## config.mk

```make
export PLATFORM = sky130hd
export DESIGN_NAME = two_bit_mult
export DESIGN_NICKNAME = d
export VERILOG_FILES = /design/src/rtl/two_bit_mult.sv
export SDC_FILE = /design/constraint.sdc
export NUM_CORES = 1
export LEC_CHECK = 0
export ABC_AREA = 1
export CAP_MARGIN = 20
export CORE_AREA = 2 2 39 41
export DETAILED_ROUTE_END_ITERATION = 10
export DIE_AREA = 0 0 41 43
export SYNTH_ARGS = -nofsm -noshare
export SYNTH_HDL_FRONTEND = slang
export SYNTH_SLANG_ARGS = --single-unit
```

## constraint.sdc

```tcl
create_clock -name clk -period 1.3 [get_ports clk]
set_clock_uncertainty 0.05 [all_clocks]
set_input_delay 0.13 -clock clk [delete_from_list [all_inputs] [get_ports clk]]
set_output_delay 0.13 -clock clk [all_outputs]
set_load 0.05 [all_outputs]
```

## src/rtl/two_bit_mult.sv

```systemverilog
`default_nettype none
// ============================================================================
// Module      : two_bit_mult
// Description : Two-stage pipelined unsigned W x W multiplier built from a
//               ripple-carry half/full-adder array over the partial products.
// Revision    : 1.0 - initial release
// ============================================================================
module two_bit_mult #(
    parameter int W = 2
) (
    input  logic           clk,
    input  logic           rst_n,
    input  logic [W-1:0]   in1,
    input  logic [W-1:0]   in2,
    output logic [2*W-1:0] outv,
    output logic           out_valid
);

    logic [W-1:0]   r_a;
    logic [W-1:0]   r_b;
    logic [1:0]     r_valid_sr;
    logic [2*W-1:0] w_prod;

    logic [W:0]     w_acc;
    logic [W-1:0]   w_x;
    logic [W-1:0]   w_pp;
    logic           w_c;

    // Each cell returns {carry, sum}.
    function automatic logic [1:0] half_add(input logic x, input logic y);
        return {x & y, x ^ y};
    endfunction

    function automatic logic [1:0] full_add(input logic x, input logic y, input logic cin);
        return {(x & y) | (cin & (x ^ y)), x ^ y ^ cin};
    endfunction

    always_ff @(posedge clk or negedge rst_n) begin
        if (!rst_n) begin
            r_a        <= '0;
            r_b        <= '0;
            r_valid_sr <= '0;
            outv       <= '0;
        end else begin
            r_a        <= in1;
            r_b        <= in2;
            r_valid_sr <= {r_valid_sr[0], 1'b1};
            outv       <= w_prod;
        end
    end

    // Array: each row adds the next partial-product row to the upper bits of
    // the running sum; the LSB of every row retires one product bit.
    always_comb begin
        w_prod    = '0;
        w_pp      = '0;
        w_x       = '0;
        w_c       = 1'b0;
        w_acc     = {1'b0, r_a & {W{r_b[0]}}};
        w_prod[0] = w_acc[0];
        for (int i = 1; i < W; i++) begin
            w_pp = r_a & {W{r_b[i]}};
            w_x  = w_acc[W:1];
            w_c  = 1'b0;
            for (int j = 0; j < W; j++) begin
                if (j == 0)
                    {w_c, w_acc[j]} = half_add(w_x[j], w_pp[j]);
                else
                    {w_c, w_acc[j]} = full_add(w_x[j], w_pp[j], w_c);
            end
            w_acc[W]  = w_c;
            w_prod[i] = w_acc[0];
        end
        w_prod[2*W-1:W] = w_acc[W:1];
    end

    assign out_valid = r_valid_sr[1];

endmodule
`default_nettype wire

```

Yosys cells after proc, flatten, opt, wreduce, memory -nomap -nowiden:

Cells that the tools add are included.

* bitwise logic cells: 6

Operators with widths (count)
* 2-bit bitwise AND: 2
* 1-bit bitwise AND: 2
* 1-bit bitwise XOR: 2

* word-level logic and storage cells: 10
* flip-flop bits (word level): 10
* output and inout port bits: 5
* bits of input ports: 6

Logic depth before layout (Yosys ltp):

* depth in word-level cells: 3
* depth in mapped cells: 4
* depth with buffers taken out: 4

Worst setup path before layout:

OpenSTA, ideal clock, no wires.

* kind: reg2reg
* from: reg r_b[0]
* to: reg outv[2]
* slack: 0.229 ns
* arrival time: 0.895 ns
* setup time: 0.126 ns
* required time: 1.124 ns
* clock period less this slack: 1.071 ns
* buffers on the path: 0
* cell stages (with the launch flop): 5
* cell sequence: dfrtp_1 -> nand2_1 -> inv_1 -> ha_1 -> ha_1

* cells in the longest elaborated chain, start to end: 3

RTL lines
* start: declaration: RTL line 20 `logic [W-1:0] r_b;`
* start signal: assignment: RTL line 46 `r_b <= in2;`
* 2-bit bitwise AND: RTL line 59 `w_acc = {1'b0, r_a & {W{r_b[0]}}};`
* 1-bit bitwise AND
* 1-bit bitwise XOR: RTL line 35 `return {(x & y) | (cin & (x ^ y)), x ^ y ^ cin};`
* via w_acc[1]: RTL line 24 `logic [W:0] w_acc;`
* end signal: assignment: RTL line 48 `outv <= w_prod;`
* end: declaration: RTL line 15 `output logic [2*W-1:0] outv,`

The timed path passes the listed nets, and every way through them passes these cells.

Final worst setup path:

Ends and elaborated chain as after synthesis.

==> flow_metrics.tcl <==
set metrics [dict create \
    maxCapViolCount 0 \
    powerDensity_nw_per_um2 1373 \
    num_rows 14 \
    fin_ws_ns 0.1667 \
    grt_util_all_layers_pct 8.078 \
    die-area_um2 1763 \
    seq_area_frac_synth_pct 80.97 \
    synth-seq-cells 10 \
    r2r-start "r_b[0]" \
    antenna_found_initial 0 \
    crit_required_ns 1.39 \
    dpl.cell_count 47 \
    route.detailed.drc 0 \
    grt_max_degree 11 \
    fin_crit_sh_pct 87.18 \
    hpwl_um 358 \
    hold_buffers 0 \
    highest_layer "met3" \
    num-nets-final 44 \
    insertedDiodeCount 0 \
    timing.reg2reg.setup_slack_ns 0.17 \
    synth.avg_cell_area_um2 14.72 \
    cp_common_cell "ha_1" \
    finalSetupViolCount 0 \
    max_freq_ghz 0.8824 \
    drive_above_1_share_pct 25.71 \
    maxSlewViolCount 0 \
    dr_wl_met3_um 45 \
    synthesis.area_um2 309.0 \
    first_pass_iters 2 \
    yosys.area.top_type "dfrtp_1" \
    clkSinkCount 10 \
    n_fill_cell 136 \
    seq_area_um2 250.2 \
    critPathMaxStageDelay_ns 0.38 \
    hold_viol 0 \
    setup_tns_ns 0 \
    fp.coreArea_um2 1384 \
    gp_congestion 0.6840 \
    wl_met2_um 249 \
    yosys_warnings 0 \
    ctsLongestPathBuffers 2 \
    insertion_delay_ns 0.26 \
    met1_length_um 125 \
    cp-end-kind "register" \
    post_cts_buffers 0 \
    clk_pin_slew_ns 0.06 \
    grt_overflow 0 \
    placed_area_um2 479.2 \
    cts_resized 0 \
    cts-root-buf "clkbuf_4" \
    path_buf_inv 1 \
    hold_class "input pin to async pin" \
    final_cells 51 \
    synth_nets 29 \
    io_pins 11 \
    ir_worst_vdd_mv 0.4728 \
    slowest_stage "dfrtp_1" \
    cp.arrival_ns 1.23 \
    die_w_um 41 \
    die_y_um 43 \
    path_class "register to register" \
    area_growth_pct 66.80 \
    ant_nets 0 \
    htreeDepth 1 \
    fin_area_um2 515.5 \
    power.total_mw 0.7077 \
    fin_crit_ns 1.133 \
    place_ws_ns 0.1660 \
    multi_input_area_um2 43.79 \
    synthTopCellsByArea "dfrtp_1 (81%), ha_1 (8.1%), inv_1 (4.9%)" \
    drt_wl_total_um 420 \
    vias 181 \
    rsz0062_at_grt "false" \
    routed_via_density 3.549 \
    numCtsBuffers 3 \
    yosysTopAreaCellShare_pct 80.97 \
    start_util_pct 22.33 \
    synthDistinctLibCells 5 \
    drt-initial-drc-count 1 \
    grt_pass1_wl_um 821 \
    path_cells "nand2_1 > inv_1 > ha_1 > ha_1" \
    power.leakage_nw 0.2693 \
    grt_pass1_vias 225 \
    cts_tree "built" \
    crit_path_start_kind "register" \
    port_buffers 10 \
    status "finished clean" \
    startpoint "r_b[0]" \
    critPathTopFamily "adder cells" \
    postSynthCellCount 21 \
    worstPathMaxFanout 2 \
    drt-wirelength-per-cell_um 8.235 \
]
==> flip-flops by register name (all words and copies together) (netlist names) <==
| name | flops |
|---|---|
| outv | 4 |
| r_a | 2 |
| r_b | 2 |
| r_valid_sr | 2 |
==> report_power, final <==
| group | leakage [nW] | total [mW] | switching [mW] | internal [mW] |
|---|---|---|---|---|
| Sequential | 0.122 | 0.339 | 0.0106 | 0.328 |
| Clock | 0.0210 | 0.270 | 0.0999 | 0.170 |
| Combinational | 0.127 | 0.0993 | 0.0483 | 0.0510 |
==> worst paths after layout <==
path,endpoint,cells after the start
worst max-delay path,outv[2],4
worst min-delay path,r_a[1],1
worst max register to register,outv[2],4
worst min register to register,r_valid_sr[1],0
max in group asynchronous,r_valid_sr[0],1
min in group clk,r_b[1],1
==> cells in the mapped netlist <==
cell type / number
inv_1: 4
ha_1: 2
conb_1: 1
nand2_1: 4
dfrtp_1: 10
==> final cells by class <==
| cell class | count | area share [%] |
|---|---|---|
| clock buffers | 4 | 7.039 |
| inverters | 4 | 2.913 |
| repair buffers | 10 | 29.13 |
| multi-input cells | 7 | 8.495 |
| well taps | 16 | 3.883 |
| flip-flops and latches | 10 | 48.54 |
==> through the flow <==
step,hold WS [ns],util [%]
2_1_floorplan,-0.2156,-
3_3_place_gp,0.2829,34.63
3_5_place_dp,0.2864,34.63
4_1_cts,0.1192,37.25
5_1_grt,0.1387,37.25
6_report,0.1176,37.25
==> cells by family after synthesis <==
group	count (synthesis)	synth area share [%]
simple gates	4	4.857
flops	10	80.97
fa+ha+maj	2	8.096
buf+inv	4	4.857
other cells	1	1.213
==> per-layer routing <==
metal / vias up / GRT usage [%]
met3: 0 / 4.712
met1: 83 / 6.143
li1: 87 / -
met5: - / 0
met4: 0 / 10.00
met2: 11 / 11.56
==> placed cells by master, fill, tap and decap left out, drive strengths merged <==
master	n
inv	4
dfrtp	10
clkbuf	4
nand2	4
clkdlybuf4s50	5
conb	1
buf	5
ha	2
==> worst reg2reg max path, cell delays in order, from the launching register on <==
cell	delay, ns
dfrtp_1	0.38
nand2_1	0.07
inv_1	0.04
ha_1	0.19
ha_1	0.29
No activity file was read; power rests on OpenSTA's default activity.
